## src/rtl/seg7_scan_driver.sv

```systemverilog
// seg7_scan_driver: time-multiplexed N-digit common-anode 7-segment driver
// with BCD/hex glyphs, decimal points, zero blanking and tear-free updates.
module seg7_scan_driver #(
  parameter int NUM_DIGITS = 4,
  parameter int SCAN_DIV   = 50000,
  parameter int HEX_MODE   = 0
) (
  input  logic                    clk,
  input  logic                    rst_n,
  input  logic                    load,
  input  logic [4*NUM_DIGITS-1:0] data,
  input  logic [NUM_DIGITS-1:0]   dp_in,
  input  logic                    lz_en,
  output logic [6:0]              seg,
  output logic                    dp,
  output logic [NUM_DIGITS-1:0]   an,
  output logic                    pending,
  output logic                    frame_tick
);

  localparam int CW = $clog2(SCAN_DIV);
  localparam int IW = $clog2(NUM_DIGITS);
  localparam logic [CW-1:0] CNT_MAX = CW'(SCAN_DIV - 1);
  localparam logic [IW-1:0] IDX_MAX = IW'(NUM_DIGITS - 1);
  localparam logic [6:0]    BLANK   = 7'b1111111;

  logic [CW-1:0]             cnt;
  logic [IW-1:0]             idx;
  logic                      tc;
  logic                      wrap;
  logic                      wrap_q;

  logic [4*NUM_DIGITS-1:0]   shd_data;
  logic [NUM_DIGITS-1:0]     shd_dp;
  logic                      shd_lz;
  logic [4*NUM_DIGITS-1:0]   disp_data;
  logic [NUM_DIGITS-1:0]     disp_dp;
  logic                      disp_lz;

  logic [NUM_DIGITS-1:0]     blank;
  logic                      zrun;
  logic [3:0]                nib;
  logic [6:0]                seg_nx;

  function automatic logic [6:0] glyph(input logic [3:0] v);
    logic [6:0] g;
    case (v)
      4'h0: g = 7'b0000001;
      4'h1: g = 7'b1001111;
      4'h2: g = 7'b0010010;
      4'h3: g = 7'b0000110;
      4'h4: g = 7'b1001100;
      4'h5: g = 7'b0100100;
      4'h6: g = 7'b0100000;
      4'h7: g = 7'b0001111;
      4'h8: g = 7'b0000000;
      4'h9: g = 7'b0000100;
      4'hA: g = (HEX_MODE != 0) ? 7'b0001000 : BLANK;
      4'hB: g = (HEX_MODE != 0) ? 7'b1100000 : BLANK;
      4'hC: g = (HEX_MODE != 0) ? 7'b0110001 : BLANK;
      4'hD: g = (HEX_MODE != 0) ? 7'b1000010 : BLANK;
      4'hE: g = (HEX_MODE != 0) ? 7'b0110000 : BLANK;
      default: g = (HEX_MODE != 0) ? 7'b0111000 : BLANK;
    endcase
    return g;
  endfunction

  assign tc   = (cnt == CNT_MAX);
  assign wrap = tc && (idx == IDX_MAX);

  // Prescaler and digit index; index steps once per SCAN_DIV cycles.
  always_ff @(posedge clk or negedge rst_n) begin
    if (!rst_n) begin
      cnt <= '0;
      idx <= '0;
    end else if (tc) begin
      cnt <= '0;
      idx <= (idx == IDX_MAX) ? '0 : idx + IW'(1);
    end else begin
      cnt <= cnt + CW'(1);
    end
  end

  // Shadow capture and frame-boundary transfer into the display copy.
  always_ff @(posedge clk or negedge rst_n) begin
    if (!rst_n) begin
      shd_data  <= '0;
      shd_dp    <= '0;
      shd_lz    <= 1'b0;
      disp_data <= '0;
      disp_dp   <= '0;
      disp_lz   <= 1'b0;
      pending   <= 1'b0;
    end else begin
      if (wrap && pending) begin
        disp_data <= shd_data;
        disp_dp   <= shd_dp;
        disp_lz   <= shd_lz;
      end
      if (load) begin
        shd_data <= data;
        shd_dp   <= dp_in;
        shd_lz   <= lz_en;
        pending  <= 1'b1;
      end else if (wrap) begin
        pending  <= 1'b0;
      end
    end
  end

  // Blank zero digits from the top down until the first nonzero one.
  always_comb begin
    blank = '0;
    zrun  = disp_lz;
    for (int i = NUM_DIGITS - 1; i >= 1; i--) begin
      zrun     = zrun && (disp_data[4*i +: 4] == 4'd0);
      blank[i] = zrun;
    end
  end

  // Segment pattern for the digit currently selected.
  always_comb begin
    nib    = disp_data[{idx, 2'b00} +: 4];
    seg_nx = blank[idx] ? BLANK : glyph(nib);
  end

  // Registered pin outputs; all change on the same edge.
  always_ff @(posedge clk or negedge rst_n) begin
    if (!rst_n) begin
      seg        <= BLANK;
      dp         <= 1'b1;
      an         <= '1;
      wrap_q     <= 1'b0;
      frame_tick <= 1'b0;
    end else begin
      seg        <= seg_nx;
      dp         <= ~disp_dp[idx];
      an         <= ~(NUM_DIGITS'(1) << idx);
      wrap_q     <= wrap;
      frame_tick <= wrap_q;
    end
  end

endmodule

```

## config.mk

```make
export PLATFORM = sky130hd
export DESIGN_NAME = seg7_scan_driver
export DESIGN_NICKNAME = d
export VERILOG_FILES = /design/src/rtl/seg7_scan_driver.sv
export SDC_FILE = /design/constraint.sdc
export NUM_CORES = 1
export LEC_CHECK = 0
export ABC_CLOCK_PERIOD_IN_PS = 1800
export BUFFER_PORTS_ARGS = -buffer_cell sky130_fd_sc_hd__buf_4
export CORE_AREA = 4 4 86 88
export CTS_CLUSTER_DIAMETER = 100
export DETAILED_ROUTE_END_ITERATION = 16
export DIE_AREA = 0 0 90 92
export PLACE_DENSITY_LB_ADDON = 0.3
export SLEW_MARGIN = 15
export SYNTH_ARGS = -nofsm -noshare
export SYNTH_HDL_FRONTEND = slang
export SYNTH_SLANG_ARGS = --single-unit
```

## constraint.sdc

```tcl
create_clock -name clk -period 1.8 [get_ports clk]
set_input_delay 0.36 -clock clk [delete_from_list [all_inputs] [get_ports clk]]
set_output_delay 0.36 -clock clk [all_outputs]
set_load 0.1 [all_outputs]
```

# Yosys cells after proc, flatten, opt, wreduce, memory -nomap -nowiden
# Memory sizes are Yosys's and may differ from the RTL's.
# Cells that the tools add are included.
# word_totals
elab_cells	42
ff_bits	75
rom_bits	112
mem_count	1
# classes
n_eq_ne	2
n_lt_le_gt_ge	1
n_reduce_logical	9
bitwise_logic	2
n_shift	2
n_mux	9
addsub	2
# memory_table
name	depth	word_bits	rd	rd_ports_with_merged_regs	wr	line_no	text
(name not given)	16	7	1	0	0	47	case (v)
# op_table
op	count
$add A16 B1 Y16 const B	1
$eq A16 B16 Y1 const B	1
$mux W16	1
$shiftx A16 B5 Y4	1
$logic_not A4 Y1	3
$mux W7	1
$logic_and A1 B1 Y1	5
$bmux W1 S2	2
$mux W1	4
$not A4 Y4	1
$shl A1 B2 Y4 const A	1
$lt A2 B3 Y1 const B	1
$add A2 B1 Y2 const B	1
$eq A2 B2 Y1 const B	1
$mux W2	1
$reduce_bool A2 Y1	1
$not A1 Y1	1

# Depth between registers and ports, before layout
# Gate-level depths: netlist (run 1).
# logic_depth
word_depth	7
mapped_depth	7
mapped_depth_nobuf	6

# Worst setup path after synthesis (run 1)
# No wires, ideal clock.
# synth_path
path_type	register to register
startpoint	register pending
endpoint	register disp_data[0]
path_slack_ns	-0.048
arrival_ns	1.723
path_stages_with_launch	4
t_required_ns	1.675
path_cell_list	dfrtp_1 -> and3_4 -> buf_12 -> mux2_4
# synth_between
elab_chain_len	1
# synth_lines
item	line_no	text
start, declared	17	output logic pending,
start signal, assigned	93	pending <= 1'b0;
start signal, assigned	104	pending <= 1'b1;
start signal, assigned	106	pending <= 1'b0;
$logic_and A1 B1 Y1	95	if (wrap && pending) begin
end signal, assigned	96	disp_data <= shd_data;
end, declared	36	logic [4*NUM_DIGITS-1:0] disp_data;
# No other way between the ends.
# A chain may end at the register's enable or synchronous reset.

# Worst setup path after layout (run 1)
# layout_path
startpoint	register cnt[11]
endpoint	register disp_data[1]
# layout_between
elab_chain_len	3
# layout_lines
item	line_no	text
start, declared	27	logic [CW-1:0] cnt;
start signal, assigned	80	cnt <= cnt + CW'(1);
$eq A16 B16 Y1	68	assign tc = (cnt == CNT_MAX);
$logic_and A1 B1 Y1	69	assign wrap = tc && (idx == IDX_MAX);
$logic_and A1 B1 Y1	95	
# No other way between the ends.

==> results of run 1 <==
==> per-layer routing <==
layer  wire length, um  track usage
met1              2890        0.223
met2              2900        0.233
met3               322       0.0533
met4                63       0.0651
met5                 0            0
==> worst max-delay path: cells and delay by family, from the launching register on <==
kind                   cells  cell delay, ns
flip-flops                 1            0.40
AND/OR/NAND/NOR            3            0.77
multiplexers               1            0.30
buffers and inverters      1            0.18
==> stage by stage <==
| step | cell area, sq um | total power, W | TNS (ns) | std cells | worst slack, ns |
|---|---|---|---|---|---|
| after floorplan | 3370 | 0.00184 | 0 | 235 | 0.000122 |
| after global placement | 3870 | 0.00193 | 0 | 367 | 0.0533 |
| after detailed placement | 3870 | 0.00193 | 0 | 367 | 0.0329 |
| after CTS | 4120 | 0.00349 | 0 | 384 | 0.0204 |
| after global routing | 4170 | 0.00359 | -0.0643 | 386 | -0.0114 |
| final | 4170 | 0.00346 | 0 | 386 | 0.0430 |
==> path summary, 6_finish.rpt <==
path	start	endpoint	slack, ns	depth (start not counted)
worst max-delay path	cnt[11]$_DFF_PN0_	disp_data[1]$_DFFE_PN0P_	0.04	5
worst min-delay path	data[14]	shd_data[14]$_DFFE_PN0P_	0.24	2
worst max register to register	cnt[11]$_DFF_PN0_	disp_data[1]$_DFFE_PN0P_	0.04	5
worst min register to register	wrap_q$_DFF_PN0_	frame_tick$_DFF_PN0_	0.35	0
min in group asynchronous	rst_n	shd_dp[2]$_DFFE_PN0P_	0.47	2
max in group asynchronous	rst_n	seg[4]$_DFF_PN1_	0.72	3
==> repair_timing <==
| action | 4_1_cts | 5_1_grt |
|---|---|---|
| hold buffers | 1 | 0 |
| endpoints found under the hold margin | 18 | 0 |
| setup buffers | 0 | 1 |
| resized for setup | 0 | 4 |
| endpoints found under the setup margin | 0 | 27 |
==> final cells by class <==
cell class              count  area (sq um)
clock buffers              11           141
clock inverters             5           100
fillers                   531          2470
inverters                  13          48.8
multi-input cells         140          1370
flip-flops and latches     75          1890
well taps                  80           100
repair buffers             62           514
==> power breakdown <==
part	internal (W)	switching, W	total [W]	leakage, nW
sequential	0.00173	0.0000277	0.00176	0.936
combinational	0.0000804	0.0000581	0.000139	0.886
clock	0.000955	0.000603	0.00156	0.123
total	0.00277	0.000689	0.00346	1.95
==> cells in the final DEF (no fill, tap or decap), drive strengths merged, types with 2 or more instances in the layout <==
| cell type | netlist | layout |
|---|---|---|
| nand2 | 8 | 8 |
| a21oi | 3 | 3 |
| nor2b | 2 | 2 |
| nand4 | 2 | 2 |
| nor4 | 4 | 4 |
| dfrtp | 63 | 63 |
| inv | 12 | 12 |
| nand3 | 5 | 5 |
| and4bb | 3 | 3 |
| mux4 | 5 | 5 |
| ha | 11 | 11 |
| bufinv | 0 | 3 |
| xnor2 | 5 | 5 |
| mux2i | 3 | 3 |
| o21ai | 8 | 8 |
| and4 | 5 | 5 |
| xor2 | 9 | 9 |
| clkinv | 1 | 3 |
| and3 | 4 | 4 |
| buf | 6 | 60 |
| nor2 | 13 | 13 |
| clkbuf | 1 | 12 |
| mux2 | 42 | 42 |
| dfstp | 12 | 12 |
==> flip-flops by register name, indices dropped and copies added, names as in the netlist <==
register and flops:
shd_lz 1, dp 1, an 4, shd_dp 4, seg 7, disp_dp 4, pending 1, wrap_q 1
disp_lz 1, shd_data 16, frame_tick 1, idx 2, cnt 16, disp_data 16
==> kinds of logic after synthesis <==
group,after synthesis
AND/OR/NAND/NOR,50
XOR/XNOR,14
multiplexers,50
flip-flops,75
AO/OA/AOI/OAI,15
adder cells (fa/ha/maj),11
buffers and inverters,20
==> flow_summary.json, run 1 <==
{
  "status": "completed",
  "critical_path_class": "reg2reg",
  "cts_sinks": 75,
  "grt-ovfl-total": 0,
  "yosys.area.top_type": "dfrtp_1",
  "num_rows": 30,
  "clkTransAtPathRegs_ns": 0.08,
  "cts_buffer_depth": 2,
  "synthCells": 235,
  "synth.area.top_cells": "dfrtp_1 (47%), dfstp_2 (9.4%), mux2_4 (8.9%), mux2_2 (7.4%), ha_1 (4.1%)",
  "slew_headroom": 0.766,
  "yosysTopAreaCellShare": 0.468,
  "cp_max_fo": 8,
  "drt_iter0_markers": 92,
  "ir_drop_uv": 398,
  "drc": 0,
  "path_cells": "nor4b_2, and4_4, and3_4, clkbuf_16, mux2_4",
  "setup_viol": 0,
  "dr_total_vias": 1999,
  "cp_slowest_cell": "dfrtp_1",
  "yosysWarnings": 0,
  "clock_skew_ns": 0.00682,
  "synth-simple-area-share": 0.0933,
  "die-area_sq_mm": 0.00828,
  "min_path_type": "in2reg",
  "cp-start-kind": "flip-flop",
  "routed_wl_mm": 6.17,
  "synth_top_family_by_area": "multiplexers",
  "place.gp.congestion": 0.832,
  "finalCritPeriodShare": 0.976,
  "leakage_nw": 1.95,
  "cts_made_buffers": 9,
  "hold_viol_final": 0,
  "hpwlAfterDp_mm": 4.26,
  "io_buffers": 37,
  "yosysMostFrequentCell": "dfrtp_1",
  "clkLatencyLatePin_ns": 0.34,
  "end_kind": "flip-flop",
  "clock.fmax_mhz": 569,
  "dr.pass1.iters": 4,
  "synth_nets": 270,
  "cts_tree": "done",
  "power_density_mw_per_mm2": 829,
  "area_growth_pct": 23.8,
  "hold_slack_ns": 0.241,
  "synth_xor_area_frac": 0.0364,
  "io_pins": 38,
  "wl_per_cell_um": 16.0,
  "grt_max_degree": 54,
  "drv_cap": 0,
  "die_y_um": 92,
  "netlist_area_sq_mm": 0.00337,
  "via_per_inst": 5.18,
  "syn_avg_cell_area_sq_um": 14.3,
  "async_reset_ff_frac": 1.00,
  "globalRouteTotalUtil": 0.161,
  "clock-root-buffer": "clkbuf_8",
  "synth_seq_cells": 75,
  "fin_nets": 336,
  "drive_gt1_frac": 0.480,
  "synthAdderAreaFrac": 0.0409,
  "grt_pass1_vias": 2057,
  "synth_edf_count": 0,
  "cpPeakStageDelay_ns": 0.40,
  "drv_slew": 0,
  "die_x_um": 90,
  "start_util": 0.507,
  "synth.area.mux_share": 0.205,
  "placeableCoreArea_sq_mm": 0.00664,
  "htreeDepth": 3,
  "insertedDiodeCount": 0,
  "synth_compound_area_frac": 0.0279,
  "worstPathArrival_ns": 1.99,
  "worst-slew-pin-transition_ns": 0.348,
  "period_minus_slack_ns": 1.76,
  "synth_top_flop_cell": "dfrtp_1",
  "post-route-util": 0.627,
  "ant_nets": 0,
  "synth-seq-area-share": 0.562,
  "ys_types": 40,
  "synth_commonest_cells": "dfrtp_1 (63), mux2_2 (22), mux2_4 (20)",
  "grt_pass1_wl_mm": 10.4,
  "worstPathRequired_ns": 2.03,
  "grt_antenna_before_repair": 0
}
No activity file was read; power rests on OpenSTA's default activity.
==> run 2: changes to the inputs <==
--- a/config.mk
+++ b/config.mk
@@ -11,7 +11,7 @@
 export CTS_CLUSTER_DIAMETER = 100
 export DETAILED_ROUTE_END_ITERATION = 16
 export DIE_AREA = 0 0 90 92
-export PLACE_DENSITY_LB_ADDON = 0.3
+export PLACE_DENSITY = 0.73
 export SLEW_MARGIN = 15
 export SYNTH_ARGS = -nofsm -noshare
 export SYNTH_HDL_FRONTEND = slang
==> flow_summary.json, run 2 (synthesized netlist as in run 1, its figures left out) <==
{
  "drt_iter0_markers": 89,
  "worstPathRequired_ns": 2.02,
  "insertedDiodeCount": 0,
  "ant_nets": 0,
  "hpwlAfterDp_mm": 4.04,
  "drv_cap": 0,
  "cp-start-kind": "flip-flop",
  "pre_cts_slack_ns": 0.0467,
  "wl_per_cell_um": 14.7,
  "final_cell_mix": "dfrtp_1 (61), buf_4 (56), mux2_2 (22)",
  "cts_sinks": 75,
  "reg_top3": "cnt (16), disp_data (16), shd_data (16)",
  "drv_slew": 0,
  "dr_total_vias": 1996,
  "period_minus_slack_ns": 1.74,
  "final_common_cell": "dfrtp_1",
  "setup_viol": 0,
  "io_buffers": 37,
  "area_growth_pct": 20.8,
  "critical_path_class": "reg2reg",
  "grt-ovfl-total": 0,
  "setup_tns_ns": 0,
  "drc": 0,
  "slew_headroom": 0.739,
  "via_per_inst": 5.21,
  "grt_pass1_vias": 2055,
  "globalRouteTotalUtil": 0.153,
  "fin_nets": 334,
  "ir_drop_uv": 512,
  "grt_antenna_before_repair": 0,
  "p_seq_frac": 0.575,
  "hold_viol_final": 0,
  "grt_max_degree": 32,
  "rsz0062_at_grt": "no",
  "io_pins": 38,
  "cts_buffer_depth": 2,
  "internal_power_w": 0.00242,
  "comb_power_share": 0.046,
  "cts_made_buffers": 9,
  "min_path_type": "in2reg",
  "cts_tree": "done",
  "dr.pass1.iters": 4,
  "p_clk_frac": 0.380,
  "num_rows": 30,
  "placeableCoreArea_sq_mm": 0.00664,
  "status": "completed",
  "total_power_w": 0.00306,
  "power_switching_w": 0.000646,
  "grt_pass1_wl_mm": 9.92,
  "clock-root-buffer": "clkbuf_8",
  "clkTransAtPathRegs_ns": 0.07,
  "clkLatencyLatePin_ns": 0.34,
  "die_x_um": 90,
  "power_density_mw_per_mm2": 753,
  "leakage_nw": 1.90,
  "clock_skew_ns": 0.00419,
  "worst-slew-pin-transition_ns": 0.392,
  "place.gp.congestion": 0.914,
  "drive_gt1_frac": 0.472,
  "setup_ws_ns": 0.0598,
  "cp_max_fo": 11,
  "die-area_sq_mm": 0.00828,
  "worstPathArrival_ns": 1.96,
  "clock.fmax_mhz": 575,
  "end_kind": "flip-flop",
  "switching_share": 0.211,
  "routed_wl_mm": 5.61,
  "finalCritPeriodShare": 0.967,
  "htreeDepth": 3,
  "start_util": 0.507,
  "die_y_um": 92
}
-- run 2: changes by cell type in the layout (fill, tap and decap cells not counted), sizes merged --
cell    change
bufinv      -3
buf         -1
clkbuf      +1
-- run 2: final timing paths --
check	to	startpoint	depth (start not counted)	slack, ns
max reg2reg	disp_data[5]$_DFFE_PN0P_	cnt[7]$_DFF_PN0_	5	0.06
min in group asynchronous	shd_data[5]$_DFFE_PN0P_	rst_n	2	0.49
min	shd_data[5]$_DFFE_PN0P_	data[5]	2	0.25
max	disp_data[5]$_DFFE_PN0P_	cnt[7]$_DFF_PN0_	5	0.06
min reg2reg	frame_tick$_DFF_PN0_	wrap_q$_DFF_PN0_	0	0.37
max in group asynchronous	an[2]$_DFF_PN1_	rst_n	3	0.75
-- run 2: metrics by stage --
step                cells  instance area [sq um]  hold slack [ns]  utilization
detailed placement    364                   3850            0.320        0.579
global placement      364                   3850            0.320        0.579
floorplan             235                   3370           0.0644            -
finish                383                   4070            0.253        0.612
global route          383                   4070            0.230        0.612
CTS                   380                   4040            0.230        0.607
-- run 2: layout make-up --
| type | instances | area, sq um |
|---|---|---|
| clock inverters | 2 | 10.0 |
| clock buffers | 13 | 169 |
| multi-input cells | 140 | 1360 |
| repair buffers | 60 | 482 |
| inverters | 13 | 48.8 |
| flip-flops and latches | 75 | 1890 |
| fillers | 522 | 2580 |
| well taps | 80 | 100 |
-- run 2: power groups by stage --
| stage | registers [W] | clock network (W) | logic, W |
|---|---|---|---|
| after global routing | 0.00177 | 0.00129 | 0.000158 |
| after floorplan | 0.00178 | 0 | 0.0000578 |
| after detailed placement | 0.00179 | 0 | 0.000144 |
| after global placement | 0.00179 | 0 | 0.000140 |
| after CTS | 0.00176 | 0.00121 | 0.000146 |
| final | 0.00176 | 0.00116 | 0.000140 |
-- run 2: repair_timing --
action,CTS,global route
hold endpoints to repair,26,0
setup endpoints to repair,0,11
hold buffers,1,0
resized for setup,0,3
buffers inserted,0,3
-- run 2: layer usage --
layer	vias up	wire length (um)	track usage
li1	954	-	-
met1	999	2690	0.205
met2	35	2550	0.228
met3	8	293	0.0541
met4	0	75	0.0612
met5	-	0	0
-- run 2: critical path, cell delays in order (launching register included) --
cell and delay (ns):
dfrtp_1 0.42, nor4b_2 0.27, and4_4 0.25, and3_4 0.23, buf_12 0.16, mux2_4 0.30
==> run 3: changes to the inputs <==
--- a/config.mk
+++ b/config.mk
@@ -5,13 +5,14 @@
 export SDC_FILE = /design/constraint.sdc
 export NUM_CORES = 1
 export LEC_CHECK = 0
+export ABC_AREA = 1
 export ABC_CLOCK_PERIOD_IN_PS = 1800
 export BUFFER_PORTS_ARGS = -buffer_cell sky130_fd_sc_hd__buf_4
-export CORE_AREA = 4 4 86 88
+export CORE_AREA = 4 4 88 90
 export CTS_CLUSTER_DIAMETER = 100
 export DETAILED_ROUTE_END_ITERATION = 16
-export DIE_AREA = 0 0 90 92
-export PLACE_DENSITY = 0.73
+export DIE_AREA = 0 0 92 94
+export PLACE_DENSITY = 0.74
 export SLEW_MARGIN = 15
 export SYNTH_ARGS = -nofsm -noshare
 export SYNTH_HDL_FRONTEND = slang
==> flow_summary.json, run 3 <==
{
  "io_pins": 38,
  "end_kind": "flip-flop",
  "period_minus_slack_ns": 1.56,
  "fin_nets": 512,
  "dr_total_vias": 2776,
  "min_path_type": "in2reg",
  "cpPeakStageDelay_ns": 0.45,
  "drt_iter0_markers": 162,
  "fillCellCount": 676,
  "insertedDiodeCount": 0,
  "reg_top3": "cnt (16), disp_data (16), shd_data (16)",
  "cts_tree": "done",
  "clkLatencyLatePin_ns": 0.35,
  "dr.pass1.iters": 4,
  "synth_nets": 468,
  "finalCritPeriodShare": 0.868,
  "io_buffers": 37,
  "netlist_area_sq_mm": 0.00357,
  "leakage_nw": 2.21,
  "area_growth_pct": 15.9,
  "synth_edf_count": 0,
  "drv_slew": 0,
  "total_power_w": 0.00301,
  "htreeDepth": 3,
  "grt_antenna_before_repair": 0,
  "cts_sinks": 75,
  "start_util": 0.505,
  "worst_path_most_repeated_cell": "nand3_1",
  "via_per_inst": 4.78,
  "comb_power_share": 0.044,
  "grt_pass1_wl_mm": 12.2,
  "place.gp.congestion": 0.819,
  "critPathBufInv": 3,
  "ys_types": 25,
  "die-area_sq_mm": 0.00865,
  "grt_max_degree": 35,
  "setup_viol": 0,
  "clock-root-buffer": "clkbuf_8",
  "syn_avg_cell_area_sq_um": 8.24,
  "synth_seq_cells": 75,
  "p_seq_frac": 0.582,
  "yosysWarnings": 0,
  "globalRouteTotalUtil": 0.175,
  "cp_max_fo": 11,
  "cp-start-kind": "flip-flop",
  "post-route-util": 0.585,
  "die_x_um": 92,
  "clock.fmax_mhz": 640,
  "status": "completed",
  "p_clk_frac": 0.374,
  "worst-slew-pin-transition_ns": 0.432,
  "synth-seq-area-share": 0.531,
  "power_switching_w": 0.000730,
  "slew_headroom": 0.712,
  "num_rows": 31,
  "hpwlAfterDp_mm": 5.02,
  "synth_top_flop_cell": "dfrtp_1",
  "power_density_mw_per_mm2": 728,
  "worstPathRequired_ns": 2.06,
  "yosysMostFrequentCell": "nand2_1",
  "rsz0062_at_grt": "no",
  "critical-path-top-delay-family": "simple AND/OR/NAND/NOR gates",
  "internal_power_w": 0.00228,
  "clkTransAtPathRegs_ns": 0.08,
  "hold_viol_final": 0,
  "synth.area.top_cells": "dfrtp_1 (44%), nand2_1 (18%), dfstp_2 (8.8%), nand3_1 (4.8%), inv_1 (4.5%)",
  "critical_path_class": "reg2reg",
  "ant_nets": 0,
  "cts_made_buffers": 9,
  "die_y_um": 94,
  "synth_commonest_cells": "nand2_1 (170), dfrtp_1 (63), inv_1 (43)",
  "wl_per_cell_um": 11.7,
  "clock_skew_ns": 0.0105,
  "cts_buffer_depth": 2,
  "grt_pass1_vias": 2783,
  "synthCells": 433,
  "path_cells": "inv_2, nand3_1, nand2_2, inv_1, ha_1, inv_1, nand3_1, nand3_1, nand3_1",
  "async_reset_ff_frac": 1.00,
  "drv_cap": 0,
  "ir_drop_uv": 445,
  "drive_gt1_frac": 0.168,
  "cp_slowest_cell": "dfrtp_1",
  "placeableCoreArea_sq_mm": 0.00706,
  "setup_tns_ns": 0,
  "yosysTopAreaCellShare": 0.442,
  "final_cell_mix": "nand2_1 (169), dfrtp_1 (63), buf_4 (44)",
  "worstPathArrival_ns": 1.82,
  "switching_share": 0.243,
  "drc": 0,
  "yosys.area.top_type": "dfrtp_1",
  "grt-ovfl-total": 0,
  "final_common_cell": "nand2_1",
  "routed_wl_mm": 6.80
}
## run 3: cell count changes after synthesis, sizes merged, moves of 4 or more
cell / before / now
nor2: 13 / 37
and3: 4 / 0
nand2: 8 / 171
nor4: 4 / 0
nand4: 2 / 23
and4: 5 / 0
inv: 12 / 44
mux2: 42 / 0
xnor2: 5 / 0
clkbuf: 1 / 5
nand3: 5 / 35
mux4: 5 / 0
## run 3: path summary, 6_finish.rpt
check	from	endpoint	slack [ns]	depth (start not counted)
min	data[3]	shd_data[3]$_DFFE_PN0P_	0.21	3
max in group asynchronous	rst_n	seg[2]$_DFF_PN1_	0.73	3
max reg2reg	idx[1]$_DFFE_PN0N_	seg[3]$_DFF_PN1_	0.24	9
min reg2reg	wrap_q$_DFF_PN0_	frame_tick$_DFF_PN0_	0.36	0
min in group asynchronous	rst_n	cnt[4]$_DFF_PN0_	0.49	2
max	idx[1]$_DFFE_PN0N_	seg[3]$_DFF_PN1_	0.24	9
## run 3: metal layers
| metal | global-route usage | part of all wire | vias up |
|---|---|---|---|
| met5 | 0 | 0 | - |
| met4 | 0.0842 | 0.018 | 0 |
| met3 | 0.0304 | 0.044 | 12 |
| met2 | 0.285 | 0.46 | 56 |
| met1 | 0.228 | 0.48 | 1261 |
| li1 | - | - | 1447 |
## run 3: what timing repair did
action / in CTS / in global routing
hold buffers: 1 / 0
endpoints found under the hold margin: 23 / 0
gates resized for setup: 0 / 1
buffers inserted: 0 / 0
endpoints found under the setup margin: 0 / 2
## run 3: logic make-up (layout without fill, tap and decap cells)
group / count (synthesis) / after routing / synth area share
fa+ha+maj: 11 / 11 / 0.0386
flops: 75 / 75 / 0.531
buf+inv: 58 / 107 / 0.0772
simple gates: 271 / 271 / 0.321
xor+xnor: 6 / 6 / 0.0147
compound gates: 12 / 12 / 0.0182
## run 3: layout make-up
cell class / instances / area, sq um / area share
Tap cell: 99 / 124 / 0.0300
Clock inverter: 7 / 45.0 / 0.0109
Clock buffer: 9 / 124 / 0.0300
Timing Repair Buffer: 47 / 380 / 0.0921
Multi-Input combinational cell: 300 / 1400 / 0.339
Sequential cell: 75 / 1890 / 0.458
Inverter: 44 / 165 / 0.0400
## run 3: stage by stage
| step | instances | hold slack, ns | setup WS (ns) | area (sq um) |
|---|---|---|---|---|
| 4_1_cts | 581 | 0.195 | 0.173 | 4130 |
| 3_5_place_dp | 564 | 0.336 | 0.180 | 3950 |
| 2_1_floorplan | 433 | 0.0644 | 0.129 | 3570 |
| 6_report | 581 | 0.205 | 0.238 | 4130 |
| 5_1_grt | 581 | 0.205 | 0.0374 | 4130 |
| 3_3_place_gp | 564 | 0.331 | 0.284 | 3950 |
## run 3: worst register-to-register path, cell delays in order (launching register included)
cell and delay, ns:
dfrtp_1 0.45, inv_2 0.18, nand3_1 0.11, nand2_2 0.14
inv_1 0.08, ha_1 0.19, inv_1 0.05, nand3_1 0.09
nand3_1 0.10, nand3_1 0.09
## run 3: power groups by stage
stage	registers [W]	clock network, W	logic [W]
global placement	0.00178	0	0.000132
detailed placement	0.00178	0	0.000136
global route	0.00176	0.00122	0.000156
finish	0.00175	0.00112	0.000132
CTS	0.00175	0.00115	0.000137
floorplan	0.00178	0	0.0000472
